File: src/rtl/water_valve_arbiter.sv
// Round-robin arbiter granting one washing machine at a time access to a shared inlet valve.
// Optional fill timeout enabled by defining WATER_TIMEOUT_EN.
module water_valve_arbiter #(
  parameter int unsigned N        = 4,
  parameter int unsigned MAX_FILL = 64,
  parameter int unsigned GAP      = 2
) (
  input  logic         CLK,
  input  logic         RST,
  input  logic [N-1:0] I_REQ,
  input  logic [N-1:0] I_REL,
  input  logic [N-1:0] I_LID,
  output logic [N-1:0] O_GNT,
  output logic         O_VALVE,
  output logic         O_BUSY,
  output logic [N-1:0] O_TOUT
);

  localparam int unsigned PW = (N > 1) ? $clog2(N) : 1;
  localparam int unsigned FW = $clog2(MAX_FILL + 1);
  localparam int unsigned SW = 4;

  typedef enum logic [1:0] {IDLE, GRANT, PAUSE, SETTLE} state_t;

  state_t          state_q, state_d;
  logic [N-1:0]    gnt_d;
  logic            valve_d;
  logic [N-1:0]    tout_q, tout_d;
  logic [PW-1:0]   ptr_q, ptr_d;
  logic [PW-1:0]   gidx_q, gidx_d;
  logic [FW-1:0]   fill_q, fill_d;
  logic [SW-1:0]   scnt_q, scnt_d;
  logic [N-1:0]    elig;
  logic [PW-1:0]   pick;
  logic [PW-1:0]   ptr_nxt;
  logic [FW-1:0]   fill_inc;
  logic            rel;

  assign elig     = I_REQ & ~I_LID & ~tout_q;
  assign ptr_nxt  = (gidx_q == PW'(N - 1)) ? '0 : gidx_q + PW'(1);
  assign fill_inc = fill_q + FW'(1);
  assign rel      = I_REL[gidx_q] | ~I_REQ[gidx_q];
  assign O_TOUT   = tout_q;

  // First eligible index at or above the pointer, wrapping; lowest offset wins.
  always_comb begin
    logic [PW-1:0] idx;
    idx  = '0;
    pick = ptr_q;
    for (int k = int'(N) - 1; k >= 0; k--) begin
      idx = PW'((int'(ptr_q) + k) % int'(N));
      if (elig[idx]) pick = idx;
    end
  end

  always_comb begin
    state_d = state_q;
    gnt_d   = O_GNT;
    valve_d = 1'b0;
    ptr_d   = ptr_q;
    gidx_d  = gidx_q;
    fill_d  = fill_q;
    scnt_d  = scnt_q;
`ifdef WATER_TIMEOUT_EN
    tout_d  = tout_q & I_REQ;
`else
    tout_d  = '0;
`endif

    case (state_q)
      IDLE: begin
        if (|elig) begin
          state_d     = GRANT;
          gnt_d       = '0;
          gnt_d[pick] = 1'b1;
          gidx_d      = pick;
          valve_d     = 1'b1;
          fill_d      = '0;
        end
      end
      GRANT: begin
        if (rel) begin
          state_d = SETTLE;
          gnt_d   = '0;
          ptr_d   = ptr_nxt;
          fill_d  = '0;
          scnt_d  = '0;
`ifdef WATER_TIMEOUT_EN
        end else if (fill_inc == FW'(MAX_FILL)) begin
          state_d        = SETTLE;
          gnt_d          = '0;
          ptr_d          = ptr_nxt;
          fill_d         = '0;
          scnt_d         = '0;
          tout_d[gidx_q] = 1'b1;
`endif
        end else if (I_LID[gidx_q]) begin
          state_d = PAUSE;
          fill_d  = fill_inc;
        end else begin
          valve_d = 1'b1;
          fill_d  = fill_inc;
        end
      end
      PAUSE: begin
        // Release beats a still-open lid; the fill count stays frozen here.
        if (rel) begin
          state_d = SETTLE;
          gnt_d   = '0;
          ptr_d   = ptr_nxt;
          fill_d  = '0;
          scnt_d  = '0;
        end else if (!I_LID[gidx_q]) begin
          state_d = GRANT;
          valve_d = 1'b1;
        end
      end
      SETTLE: begin
        gnt_d = '0;
        if (scnt_q == SW'(GAP - 1)) begin
          state_d = IDLE;
          scnt_d  = '0;
        end else begin
          scnt_d = scnt_q + SW'(1);
        end
      end
      default: begin
        state_d = IDLE;
        gnt_d   = '0;
      end
    endcase
  end

  always_ff @(posedge CLK) begin
    if (RST) begin
      state_q <= IDLE;
      O_GNT   <= '0;
      O_VALVE <= 1'b0;
      O_BUSY  <= 1'b0;
      tout_q  <= '0;
      ptr_q   <= '0;
      gidx_q  <= '0;
      fill_q  <= '0;
      scnt_q  <= '0;
    end else begin
      state_q <= state_d;
      O_GNT   <= gnt_d;
      O_VALVE <= valve_d;
      O_BUSY  <= (state_d != IDLE);
      tout_q  <= tout_d;
      ptr_q   <= ptr_d;
      gidx_q  <= gidx_d;
      fill_q  <= fill_d;
      scnt_q  <= scnt_d;
    end
  end

endmodule

File: config.mk
export PLATFORM = sky130hd
export DESIGN_NAME = water_valve_arbiter
export DESIGN_NICKNAME = d
export VERILOG_FILES = /design/src/rtl/water_valve_arbiter.sv
export SDC_FILE = /design/constraint.sdc
export NUM_CORES = 1
export LEC_CHECK = 0
export CAP_MARGIN = 30
export CELL_PAD_IN_SITES_DETAIL_PLACEMENT = 0
export CELL_PAD_IN_SITES_GLOBAL_PLACEMENT = 2
export CORE_ASPECT_RATIO = 0.6
export CORE_MARGIN = 2
export CORE_UTILIZATION = 33
export CTS_BUF_LIST = sky130_fd_sc_hd__clkbuf_8
export DETAILED_ROUTE_END_ITERATION = 12
export MAX_ROUTING_LAYER = met4
export PLACE_DENSITY = 0.91
export SKIP_CTS_REPAIR_TIMING = 1
export SLEW_MARGIN = 15
export SYNTH_ARGS = -nofsm -noshare
export SYNTH_HDL_FRONTEND = slang
export SYNTH_SLANG_ARGS = --single-unit
export TNS_END_PERCENT = 20
File: constraint.sdc
create_clock -name CLK -period 4.15 [get_ports CLK]
set_input_delay 0.83 -clock CLK [delete_from_list [all_inputs] [get_ports CLK]]
set_output_delay 0.83 -clock CLK [all_outputs]
set_load 0.005 [all_outputs]
# --- After elaboration in Yosys (flattened, before gate mapping) ---
# Cells that the tools add are included.
classes:
  magnitude_cmp: 7
  div: 0
  n_shift: 0
  n_bitwise: 4
  add_sub_neg: 5
  n_eq_ne: 7
  muxes: 37
  n_reduce_logical: 10
  n_mul: 0
op_table:
  columns: ["cell", "count"]
  rows:
  - ["2-to-1 mux 2 bit", 11]
  - ["less-than comparator 2 x 3 -> 1 bit (second input constant)", 6]
  - ["binary-select mux 1 bit (select 2 bit)", 7]
  - ["2-to-1 mux 4 bit", 3]
  - ["case mux 4 bit (3 select lines)", 1]
  - ["2-to-1 mux 1 bit", 11]
  - ["case mux 2 bit (4 select lines)", 1]
  - ["case mux 4 bit (2 select lines)", 1]
  - ["AND reduction 2 bit", 4]
  - ["== test 2 bit (second input constant)", 3]
  - ["adder 2 x 1 -> 2 bit (second input constant)", 2]
  - ["adder 2 bit (second input constant)", 2]
  - ["adder 4 x 1 -> 4 bit (second input constant)", 1]
  - ["bitwise AND 4 bit", 1]
  - ["== test 4 x 1 -> 1 bit (second input constant)", 1]
  - ["NOT 4 bit", 1]
  - ["nonzero test 2 bit", 2]
  - ["OR reduction 4 bit", 1]
  - ["demux 1 bit (select 2 bit)", 1]
  - ["== test 2 x 1 -> 1 bit (second input constant)", 1]
  - [">= comparator 2 x 1 -> 1 bit (second input constant)", 1]
  - ["zero test 2 bit", 1]
  - ["inequality test 2 x 1 -> 1 bit (second input constant)", 1]
  - ["inequality test 2 bit (second input constant)", 1]
  - ["other kinds (5)", 5]
totals:
  in_bits: 14
  rom_bits: 0
  ram_bits: 0
  memories: 0
  output_inout_bits: 10
  word_cells: 77
  latch_bits: 0
  ff_bits: 16

# --- Depth between registers and ports, before layout ---
depth:
  ltp_word: 14
  mapped_depth: 7

# --- Worst setup path before layout ---
# Ideal clock, no wire load.
synth_timing:
  path_kind: "input to register"
  startpoint: "input I_REL[3]"
  endpoint: "register scnt_q[2]"
  cell_stages: 5
  arrival_ns: 2.229
  required_ns: 4.079
  slack_ns: 1.850
  n_path_buf: 0
  setup_ns: 0.071
  cell_sequence: "and4b_1 nor4_4 mux2i_2 or4b_1 a21oi_1"
synth_via:
  elab_chain_cells: 5
synth_rtl:
  columns: ["item", "line", "source"]
  rows:
  - ["start, declared", "11", "input logic [N-1:0] I_REL,"]
  - ["binary-select mux 1 bit (select 2 bit)", "42", "assign rel = I_REL[gidx_q] | ~I_REQ[gidx_q];"]
  - ["2-to-1 mux 1 bit (implied by the code)", "42", null]
  - ["bitwise OR 1 bit", "42", null]
  - ["inequality test 2 x 1 -> 1 bit (no source line)", null, null]
  - ["AND reduction 2 bit (no source line)", null, null]
  - ["end signal, assigned", "154", "scnt_q <= scnt_d;"]
  - ["end, declared", "32", "logic [SW-1:0] scnt_q, scnt_d;"]
# No other way between the ends. The select of a mux whose other input is x is not followed.
# A chain may end at the register's enable or synchronous reset.

# --- Final worst setup path ---
layout_timing:
  startpoint: "input I_REQ[1]"
  endpoint: "register scnt_q[2]"
layout_via:
  elab_chain_cells: 6
layout_rtl:
  columns: ["item", "line", "source"]
  rows:
  - ["start, declared", "10", "input logic [N-1:0] I_REQ,"]
  - ["binary-select mux 1 bit (select 2 bit)", "42", null]
  - ["2-to-1 mux 1 bit (implied by the code)", "42", null]
  - ["NOT 1 bit", "42", null]
  - ["bitwise OR 1 bit", "42", null]
  - ["inequality test 2 x 1 -> 1 bit (no source line)", null, null]
  - ["AND reduction 2 bit (no source line)", null, null]
# No other way between the ends. The select of a mux whose other input is x is not followed.

==> results.cfg <==
[routing]
drc = 0
via_per_inst = 5.33
vias = 1050
routed_wl_mm = 2.79
first_pass_iters = 4
initialDrtViolationCount = 51
post_drt_wl_per_cell_um = 14.1
drtAntennaViolNets = 0

[floorplanning]
start_util_pct = 34.5
die_area_um2 = 3890
die_w_um = 79.2
coreArea_um2 = 3240
die_h_um = 49.1
io_pins = 24
rows = 16

[placement]
dp.cells = 193
port_buffers = 19
post-dp-hpwl_mm = 2.22
gp_congestion = 0.825

[pwr]
leakage_nw = 0.495
p_seq_share_pct = 38.0
switching_share_pct = 32.8
p_int_mw = 0.342
p_clk_share_pct = 26.7
comb_power_share_pct = 35.2
peakVddDrop_v = 0.000178
p_sw_mw = 0.166
powerDensity_nw_per_um2 = 368

[logic_synthesis]
ys_warn_count = 0
synth_flop_cell = dfxtp_1
ys_seq_elements = 16
ys_seq_area_share_pct = 28.6
synth_cell_types = 41
synth_async_sr_flop_share_pct = 0
synth_enable_flop_cells = 0
netlist_area_um2 = 1120
synth_cells = 134
syn_area_per_cell_um2 = 8.36

[timing]
hold_violations = 0
fin_tns_setup_ns = 0
finalSetupViolations = 0
finalCritPeriodShare_pct = 64.9
rsz0062_at_grt = false
fmax_ghz = 0.371
slew_viol_final = 0
tightest_slew_ns = 0.507
period_needed_ns = 2.69
relSlewSlack_pct = 65.8
fin_skew_ns = 0.00486

[critical_path]
startpoint_type = input pin
critical_path_arrival_ns = 2.86
cp_max_fo = 8
cp_data_required_time_ns = 4.32
crit_type = input pin to flop
crit_path_end_kind = flop

[job]
maxCapViolCount = 0

[clock_network]
cts_buffers = 3
cts_max_path_buffers = 2
path_clk_slew_ns = 0.06
cts_tree = done
htreeDepth = 1
cts.sinks = 16
worstSkewPairLatency_ns = 0.25
cts_root_buf = clkbuf_8

[global_route]
grt_pass1_vias = 956
grt_pass1_wl_mm = 4.62
grt_overflow = 0
grt_max_degree = 14
antenna_found_initial = 0
grt_use_total_pct = 15.4

[run_status]
status = completed

[final_layout]
fillers = 331
final_cells = 197
layout.nets = 175
drive_gt1_share_pct = 6.58
syn_to_final_growth_pct = 23.2
n_antenna_cell = 0
finish.utilization_pct = 42.6

[min_path]
hold_path.class = flop to flop
## layout make-up
class                           count  area (um2)  share of cell area [%]
Sequential cell                    16         320                    23.2
Timing Repair Buffer               19         190                    13.8
Multi-Input combinational cell    105         728                    52.8
Clock buffer                        4        55.1                    3.99
Tap cell                           45        56.3                    4.08
Inverter                            8        30.0                    2.18
## cells in the final DEF (no fill, tap or decap), types with 2 or more instances in the layout
cell type | netlist | routed
clkdlybuf4s50_1 | 0 | 19
nand2_1 | 17 | 17
dfxtp_1 | 16 | 16
a21oi_1 | 11 | 11
inv_1 | 8 | 8
ha_1 | 8 | 8
nor2b_1 | 5 | 5
nand2b_1 | 5 | 5
nor2_1 | 5 | 5
o32ai_1 | 5 | 5
or3_1 | 4 | 4
o21ai_0 | 4 | 4
conb_1 | 1 | 4
clkbuf_8 | 0 | 4
nand3_1 | 3 | 3
nor4bb_1 | 2 | 2
nor3b_1 | 2 | 2
a311oi_1 | 2 | 2
a31oi_1 | 2 | 2
nand3b_1 | 2 | 2
o21a_1 | 2 | 2
a211oi_1 | 2 | 2
o2111ai_1 | 2 | 2
o31ai_1 | 2 | 2
## sequential cells by signal, indices dropped and copies added (netlist names)
register	cells
ptr_q	2
O_GNT	4
state_q	2
O_VALVE	1
scnt_q	4
gidx_q	2
O_BUSY	1
## through the flow
step	instance area, um2	power [mW]	hold slack, ns	setup WS (ns)
floorplan	1130	0.314	0.461	1.85
global placement	1330	0.369	0.466	1.28
detailed placement	1330	0.373	0.479	1.21
CTS	1380	0.510	0.495	1.47
global route	1380	0.540	0.516	1.34
finish	1380	0.508	0.486	1.46
## cells in the mapped netlist, types with 2 or more instances
library cell | n | area [um2]
a211oi_1 | 2 | 15.0
a31oi_1 | 2 | 12.5
clkbuf_1 | 3 | 11.3
nor3b_1 | 2 | 15.0
nor4bb_1 | 2 | 20.0
buf_4 | 4 | 30.0
nand2b_1 | 5 | 31.3
nand2_1 | 17 | 63.8
o32ai_1 | 5 | 43.8
or3_1 | 4 | 25.0
nor2b_1 | 5 | 31.3
a311oi_1 | 2 | 17.5
a21oi_1 | 11 | 55.1
o31ai_1 | 2 | 15.0
o21ai_0 | 4 | 20.0
nor2_1 | 5 | 18.8
ha_1 | 8 | 100
nand3b_1 | 2 | 15.0
inv_1 | 8 | 30.0
o2111ai_1 | 2 | 17.5
dfxtp_1 | 16 | 320
nand3_1 | 3 | 15.0
o21a_1 | 2 | 15.0
## power by group through the flow
| stage | logic [mW] | registers (mW) | clock network (mW) |
|---|---|---|---|
| CTS | 0.178 | 0.193 | 0.139 |
| finish | 0.179 | 0.193 | 0.136 |
| floorplan | 0.125 | 0.189 | 0 |
| global placement | 0.174 | 0.195 | 0 |
| global route | 0.198 | 0.196 | 0.147 |
| detailed placement | 0.176 | 0.196 | 0 |
## critical path: stages
cell and delay (ns):
clkdlybuf4s50_1 0.44, nor4bb_1 0.18, nor4_4 0.50, mux2i_2 0.22, or4b_1 0.54, a21oi_1 0.15
## routing by layer
layer  vias up  routed length (um)  track usage, %
met1       493                1520            23.2
met4         0                   0            2.59
met3         0                 154            4.07
li1        525                   -               -
met5         -                   0               -
met2        32                1120            20.8
## final timing paths
kind	from	endpoint	slack, ns	cells after the start
hold reg to reg	O_GNT[2]	O_GNT[2]	0.49	2
setup reg to reg	gidx_q[0]	scnt_q[2]	2.00	5
setup / recovery	I_REQ[1]	scnt_q[2]	1.46	6
hold / removal	O_GNT[2]	O_GNT[2]	0.49	2
## logic make-up after synthesis
family                     Yosys count  synth area share, %
DFF                                 16                 28.6
adders and majority gates            8                 8.94
and+or+nand+nor                     53                 27.8
AOI/OAI and AO/OA                   37                 22.7
muxes                                3                 4.25
buffers and inverters               16                 7.37
other                                1                0.335
(Power assumes the default switching activity.)
